<file path="config.mk">
export PLATFORM = sky130hd
export DESIGN_NAME = regfile_wb_arbiter_flat
export DESIGN_NICKNAME = d
export VERILOG_FILES = /design/src/rtl/regfile_wb_arbiter_if.sv /design/src/rtl/regfile_wb_arbiter.sv /design/src/flat_wrapper.sv
export SDC_FILE = /design/constraint.sdc
export NUM_CORES = 1
export LEC_CHECK = 0
export CAP_MARGIN = 20
export CORE_AREA = 2 2 55 57
export CTS_BUF_LIST = sky130_fd_sc_hd__clkbuf_4
export DETAILED_ROUTE_END_ITERATION = 10
export DIE_AREA = 0 0 57 59
export PLACE_DENSITY = 0.82
export SETUP_SLACK_MARGIN = 0.5
export SYNTH_ARGS = -nofsm -noshare
export SYNTH_HDL_FRONTEND = slang
export SYNTH_SLANG_ARGS = --single-unit
</file>
<file path="constraint.sdc">
create_clock -name clk -period 2.4 [get_ports clk]
set_clock_uncertainty 0.15 [all_clocks]
set_input_delay 0.6 -clock clk [delete_from_list [all_inputs] [get_ports clk]]
set_output_delay 0.6 -clock clk [all_outputs]
set_load 0.01 [all_outputs]
</file>
<file path="src/rtl/regfile_wb_arbiter_if.sv">
// Writeback bus between the two requesters, the issue stage and the register-file
// write port. The slave side is the arbiter, and the master side is everything around it.
interface regfile_wb_arbiter_if #(
    parameter int DATA_W = 8,
    parameter int ADDR_W = 3
) ();
    localparam int NREG = 2 ** ADDR_W;

    logic              req0_valid;
    logic [ADDR_W-1:0] req0_rd;
    logic [DATA_W-1:0] req0_data;
    logic              req0_ready;
    logic              req1_valid;
    logic [ADDR_W-1:0] req1_rd;
    logic [DATA_W-1:0] req1_data;
    logic              req1_ready;
    logic              issue_valid;
    logic [ADDR_W-1:0] issue_rd;
    logic [ADDR_W-1:0] RS;
    logic [ADDR_W-1:0] RT;
    logic              rw;
    logic [ADDR_W-1:0] RD;
    logic [DATA_W-1:0] RD_data;
    logic [NREG-1:0]   pend_mask;
    logic              stall;

    modport slave (
        input  req0_valid, req0_rd, req0_data,
        output req0_ready,
        input  req1_valid, req1_rd, req1_data,
        output req1_ready,
        input  issue_valid, issue_rd, RS, RT,
        output rw, RD, RD_data, pend_mask, stall
    );

    modport master (
        output req0_valid, req0_rd, req0_data,
        input  req0_ready,
        output req1_valid, req1_rd, req1_data,
        input  req1_ready,
        output issue_valid, issue_rd, RS, RT,
        input  rw, RD, RD_data, pend_mask, stall
    );
endinterface

</file>
<file path="src/rtl/regfile_wb_arbiter.sv">
// Round-robin arbiter for the ALU and load-unit writebacks into the single register-file
// write port. It also keeps a pending-write scoreboard that the issue stage uses for RAW stalls.
module regfile_wb_arbiter #(
    parameter int DATA_W = 8,
    parameter int ADDR_W = 3
) (
    input logic                clk,
    input logic                reset,
    regfile_wb_arbiter_if.slave bus
);
    localparam int NREG = 2 ** ADDR_W;

    typedef enum logic {PRI0, PRI1} pri_e;

    pri_e              pri_q, pri_d;
    logic              rw_q, rw_d;
    logic [ADDR_W-1:0] rd_q, rd_d;
    logic [DATA_W-1:0] data_q, data_d;
    logic [NREG-1:0]   pend_q, pend_d;
    logic              grant0, grant1;
    logic              rw_eff;

    always_comb begin
        grant0 = 1'b0;
        grant1 = 1'b0;
        pri_d  = pri_q;
        rw_d   = 1'b0;
        rd_d   = rd_q;
        data_d = data_q;
        pend_d = pend_q;
        // Block the write port while reset is high, so a write that is in flight never lands.
        rw_eff = rw_q & ~reset;

        if (!reset) begin
            if (bus.req0_valid && (!bus.req1_valid || pri_q == PRI0)) begin
                grant0 = 1'b1;
            end else if (bus.req1_valid) begin
                grant1 = 1'b1;
            end
        end

        if (grant0) begin
            pri_d = PRI1;
            if (bus.req0_rd != '0) begin
                rw_d   = 1'b1;
                rd_d   = bus.req0_rd;
                data_d = bus.req0_data;
            end
        end else if (grant1) begin
            pri_d = PRI0;
            if (bus.req1_rd != '0) begin
                rw_d   = 1'b1;
                rd_d   = bus.req1_rd;
                data_d = bus.req1_data;
            end
        end

        // The clear is applied first, so a new issue to the same register on this edge wins.
        if (rw_eff) begin
            pend_d[rd_q] = 1'b0;
        end
        if (bus.issue_valid && bus.issue_rd != '0) begin
            pend_d[bus.issue_rd] = 1'b1;
        end
        pend_d[0] = 1'b0;
    end

    always_ff @(posedge clk) begin
        if (reset) begin
            pri_q  <= PRI0;
            rw_q   <= 1'b0;
            rd_q   <= '0;
            data_q <= '0;
            pend_q <= '0;
        end else begin
            pri_q  <= pri_d;
            rw_q   <= rw_d;
            rd_q   <= rd_d;
            data_q <= data_d;
            pend_q <= pend_d;
        end
    end

    assign bus.req0_ready = grant0;
    assign bus.req1_ready = grant1;
    assign bus.rw         = rw_eff;
    assign bus.RD         = rd_q;
    assign bus.RD_data    = data_q;
    assign bus.pend_mask  = pend_q;
    assign bus.stall      = pend_q[bus.RS] | pend_q[bus.RT];
endmodule

</file>
<file path="src/flat_wrapper.sv">
// flat-port wrapper written by rule: the top's interface ports become plain ports
module regfile_wb_arbiter_flat 
#(
    parameter int DATA_W = 8,
    parameter int ADDR_W = 3
)
  (clk, reset, bus_req0_valid, bus_req0_rd, bus_req0_data, bus_req0_ready, bus_req1_valid, bus_req1_rd, bus_req1_data, bus_req1_ready, bus_issue_valid, bus_issue_rd, bus_RS, bus_RT, bus_rw, bus_RD, bus_RD_data, bus_pend_mask, bus_stall);
  regfile_wb_arbiter_if #(.DATA_W(DATA_W), .ADDR_W(ADDR_W)) bus_i ();
  input logic clk;
  input logic reset;
  input wire logic [$bits(bus_i.req0_valid)-1:0] bus_req0_valid;
  input wire logic [$bits(bus_i.req0_rd)-1:0] bus_req0_rd;
  input wire logic [$bits(bus_i.req0_data)-1:0] bus_req0_data;
  output wire logic [$bits(bus_i.req0_ready)-1:0] bus_req0_ready;
  input wire logic [$bits(bus_i.req1_valid)-1:0] bus_req1_valid;
  input wire logic [$bits(bus_i.req1_rd)-1:0] bus_req1_rd;
  input wire logic [$bits(bus_i.req1_data)-1:0] bus_req1_data;
  output wire logic [$bits(bus_i.req1_ready)-1:0] bus_req1_ready;
  input wire logic [$bits(bus_i.issue_valid)-1:0] bus_issue_valid;
  input wire logic [$bits(bus_i.issue_rd)-1:0] bus_issue_rd;
  input wire logic [$bits(bus_i.RS)-1:0] bus_RS;
  input wire logic [$bits(bus_i.RT)-1:0] bus_RT;
  output wire logic [$bits(bus_i.rw)-1:0] bus_rw;
  output wire logic [$bits(bus_i.RD)-1:0] bus_RD;
  output wire logic [$bits(bus_i.RD_data)-1:0] bus_RD_data;
  output wire logic [$bits(bus_i.pend_mask)-1:0] bus_pend_mask;
  output wire logic [$bits(bus_i.stall)-1:0] bus_stall;
  assign bus_i.req0_valid = bus_req0_valid;
  assign bus_i.req0_rd = bus_req0_rd;
  assign bus_i.req0_data = bus_req0_data;
  assign bus_req0_ready = bus_i.req0_ready;
  assign bus_i.req1_valid = bus_req1_valid;
  assign bus_i.req1_rd = bus_req1_rd;
  assign bus_i.req1_data = bus_req1_data;
  assign bus_req1_ready = bus_i.req1_ready;
  assign bus_i.issue_valid = bus_issue_valid;
  assign bus_i.issue_rd = bus_issue_rd;
  assign bus_i.RS = bus_RS;
  assign bus_i.RT = bus_RT;
  assign bus_rw = bus_i.rw;
  assign bus_RD = bus_i.RD;
  assign bus_RD_data = bus_i.RD_data;
  assign bus_pend_mask = bus_i.pend_mask;
  assign bus_stall = bus_i.stall;
  regfile_wb_arbiter #(.DATA_W(DATA_W), .ADDR_W(ADDR_W)) u_core (.clk(clk), .reset(reset), .bus(bus_i));
endmodule
</file>
==> metrics.md <==
| Metric | Value |
|---|---|
| Outcome | completed |
| Drt first pass iters | 4 |
| Clock period minus worst slack | 2.306 ns |
| # Max-Cap Violations | 0 |
| Synthesized flop and latch total | 20 |
| Die extent in x | 57 microns |
| DIE HEIGHT | 59 microns |
| First-pass GRT wire length | 5.768 mm |
| DR WL/cell | 15.52 microns |
| CP startpoint | bus_RS[2] |
| Drt initial violations | 33 |
| RSZ-0062 raised after global routing | true |
| Maximum VDD drop | 0.3396 mV |
| Average via count per standard cell | 5.723 |
| Initial antenna violation count | 0 |
| CTS buffer count | 3 |
| Slowest stage delay, CP | 0.48 ns |
| CP max stage cell | mux4_2 |
| Global-route usage over all layers | 21.68% |
| Post-synth EDFFs | 0 |
| WHS | 0.3608 ns |
| Die area | 3363 sq um |
| Port bufs | 57 |
| Diodes inserted | 0 |
| Insertion delay to the later sink of the worst-skew pair | 0.30 ns |
| Setup CP Type | input port to output port |
| Min-delay src | u_core.bus.pend_mask[6] |
| CTS root buffer | clkbuf_4 |
| Area grow syn2layout | 68.38% |
| Final hold viol count | 0 |
| Worst-path clk slew | 0.11 ns |
| CP max FO | 4 |
| Final Cycle Share | 96.10% |
| Pwr dens | 482.7 nW/um^2 |
| Syn_area_per_cell | 8.614 sq um |
| Post-synth top area share | 35.75% |
| Pin count of the biggest net entering global routing | 17 |
| Worst EP required | 1.65 ns |
| Syn nets | 166 |
| Post-route cell area | 1886 sq um |
| Register area share after synthesis | 35.75% |
| Post-Synthesis Cells | 130 |
| Synth top cells by count | 20 x dfxtp_1, 20 x nand2_1, 15 x nand3_1 |
| Dpl cell area | 1784 sq um |
| Drt drc | 0 |
| Worst r2r path cells | 6 |
| Area contributors post-synth | dfxtp_1 36%, a311oi_2 13%, nand2_1 6.7% |
| Instance count on the critical path | 5 |
| CTS tree | built |
| # hold bufs at CTS | 0 |
| Worst r2r dst | u_core.bus.RD_data[5] |
| Max Slew Vio Count | 0 |
| Rows | 19 |
| Post-route setup slack | 0.09366 ns |
| Setup crit end | bus_stall |
| Number of global-route vias before repair | 1300 |
| P_leak | 0.8089 nW |
| Filler cells | 200 |
| Worst setup SP type | input port |
| Inst Count DP | 223 |
| DP HPWL | 2.658 mm |
| Gp weighted congestion | 0.8492 |
| CP delay by family, top | multiplexers |
| Antenna-violating nets left | 0 |
| Via count | 1322 |
| Unique masters post-synth | 27 |
| Finished Layout Cells | 231 |
| Reg-to-Reg Start | u_core.pri_q |
| Area leader, netlist | dfxtp_1 |
| CTS Buffer Depth | 2 |
| Worst Setup End Kind | output port |
| Top_reg_cell synth | dfxtp_1 |
| Setup slack, reg-to-reg | 0.65 ns |
| Starting Density | 41.32% |
| Total Nets Final | 237 |
| Fraction of layout cells with a size suffix above 1 | 33.00% |
| Post-Place Worst Slack | -0.7557 ns |
| Num Clock Sinks | 20 |
| FMAX | 0.4336 GHz |
| Fraction of registers with async set/reset | 0% |
| I/O pins | 59 |
| Core footprint | 2710 sq um |
| Crit path DAT | 1.56 ns |
| CTS H-tree depth | 1 |
| Wirelength, routed | 3.586 mm |
| Final setup viols | 0 |
| Critical path, cell by cell | buf_8, mux2i_1, mux4_2, o211ai_1, buf_2 |
| Yosys warns | 0 |
| Mapped Area | 1120 sq um |
| Overflow after GRT | 0 |
| CP bufs+invs | 2 |
| Hold Crit Class | register to register |
==> registers in the layout, indices dropped and copies added, names as in the netlist <==
register,flops
u_core.rw_q,1
u_core.bus.RD,3
u_core.pri_q,1
u_core.bus.pend_mask,7
u_core.bus.RD_data,8
==> routing by layer <==
layer / vias up / share of wire, % / GRT usage (%)
met5: - / 0 / 0
met4: 0 / 0.70 / 6.645
met3: 4 / 8.6 / 4.148
met2: 73 / 52 / 42.20
met1: 624 / 39 / 23.63
li1: 621 / - / -
==> cell type report <==
type                            count  area, sq um  area share, %
Multi-Input combinational cell    100        720.7          38.22
Timing Repair Buffer               74        654.4          34.70
Sequential cell                    20        411.6          21.83
Tap cell                           31        38.79          2.057
Clock inverter                      1        30.03          1.593
Clock buffer                        3        22.52          1.194
Inverter                            2        7.507         0.3981
==> power breakdown <==
group | leakage [nW] | total [mW] | internal, mW | switching, mW
Combinational | 0.613 | 0.261 | 0.142 | 0.119
Clock | 0.0279 | 0.271 | 0.169 | 0.102
Sequential | 0.168 | 0.378 | 0.358 | 0.0202
Total | 0.809 | 0.910 | 0.669 | 0.241
==> worst reg2reg max path: cells and delay by family (launching register included) <==
| family | cells | cell delay, ns |
|---|---|---|
| compound gates | 2 | 0.40 |
| buf+inv | 2 | 0.30 |
| flops | 1 | 0.43 |
| simple gates | 2 | 0.39 |
==> metrics by stage <==
stage / util, % / TNS, ns / total power, mW
CTS: 68.70 / 0 / 0.9081
global route: 69.58 / 0 / 0.9495
global placement: 65.84 / -1.551 / 0.6389
detailed placement: 65.84 / -2.246 / 0.6472
floorplan: - / 0 / 0.4991
finish: 69.58 / 0 / 0.9101
==> placed cells by master, fill, tap and decap left out, types with 3 or more instances in the layout <==
master           count
a21oi_1              8
a311oi_2            10
buf_2                6
buf_4               16
clkbuf_4             3
clkdlybuf4s50_1     22
dfxtp_1             11
dfxtp_2              9
dlygate4sd2_1       23
mux2i_1              3
nand2_1             18
nand2b_1             3
nand3_1             15
nor2_1               3
nor2b_1              3
nor2b_4              3
nor3_1              11
o21ai_0              6
==> cell families (layout without fill, tap and decap cells) <==
group                  Yosys count  after routing  synth area share [%]
other                            1              1                0.3349
AND/OR/NAND/NOR                 63             64                 27.93
buffers and inverters           11             80                 5.139
flip-flops                      20             20                 35.75
AO/OA/AOI/OAI                   29             29                 23.13
multiplexers                     6              6                 7.709
==> what timing repair did <==
| item | in CTS | in global routing |
|---|---|---|
| buffers inserted | 2 | 1 |
| gates cloned | 1 | 0 |
| gates resized for setup | 86 | 5 |
| setup endpoints to repair | 34 | 14 |
| pin swaps | 9 | 4 |
==> worst min path at each step <==
stage | end | slack [ns] | cells after the start
after global placement | u_core.pri_q | 0.34 | 2
after floorplan | u_core.pri_q | 0.33 | 2
final | u_core.bus.pend_mask[6] | 0.36 | 2
after detailed placement | u_core.pri_q | 0.36 | 2
after global routing | u_core.bus.pend_mask[6] | 0.39 | 2
after CTS | u_core.bus.pend_mask[6] | 0.36 | 2
No activity file was read; power rests on OpenSTA's default activity.
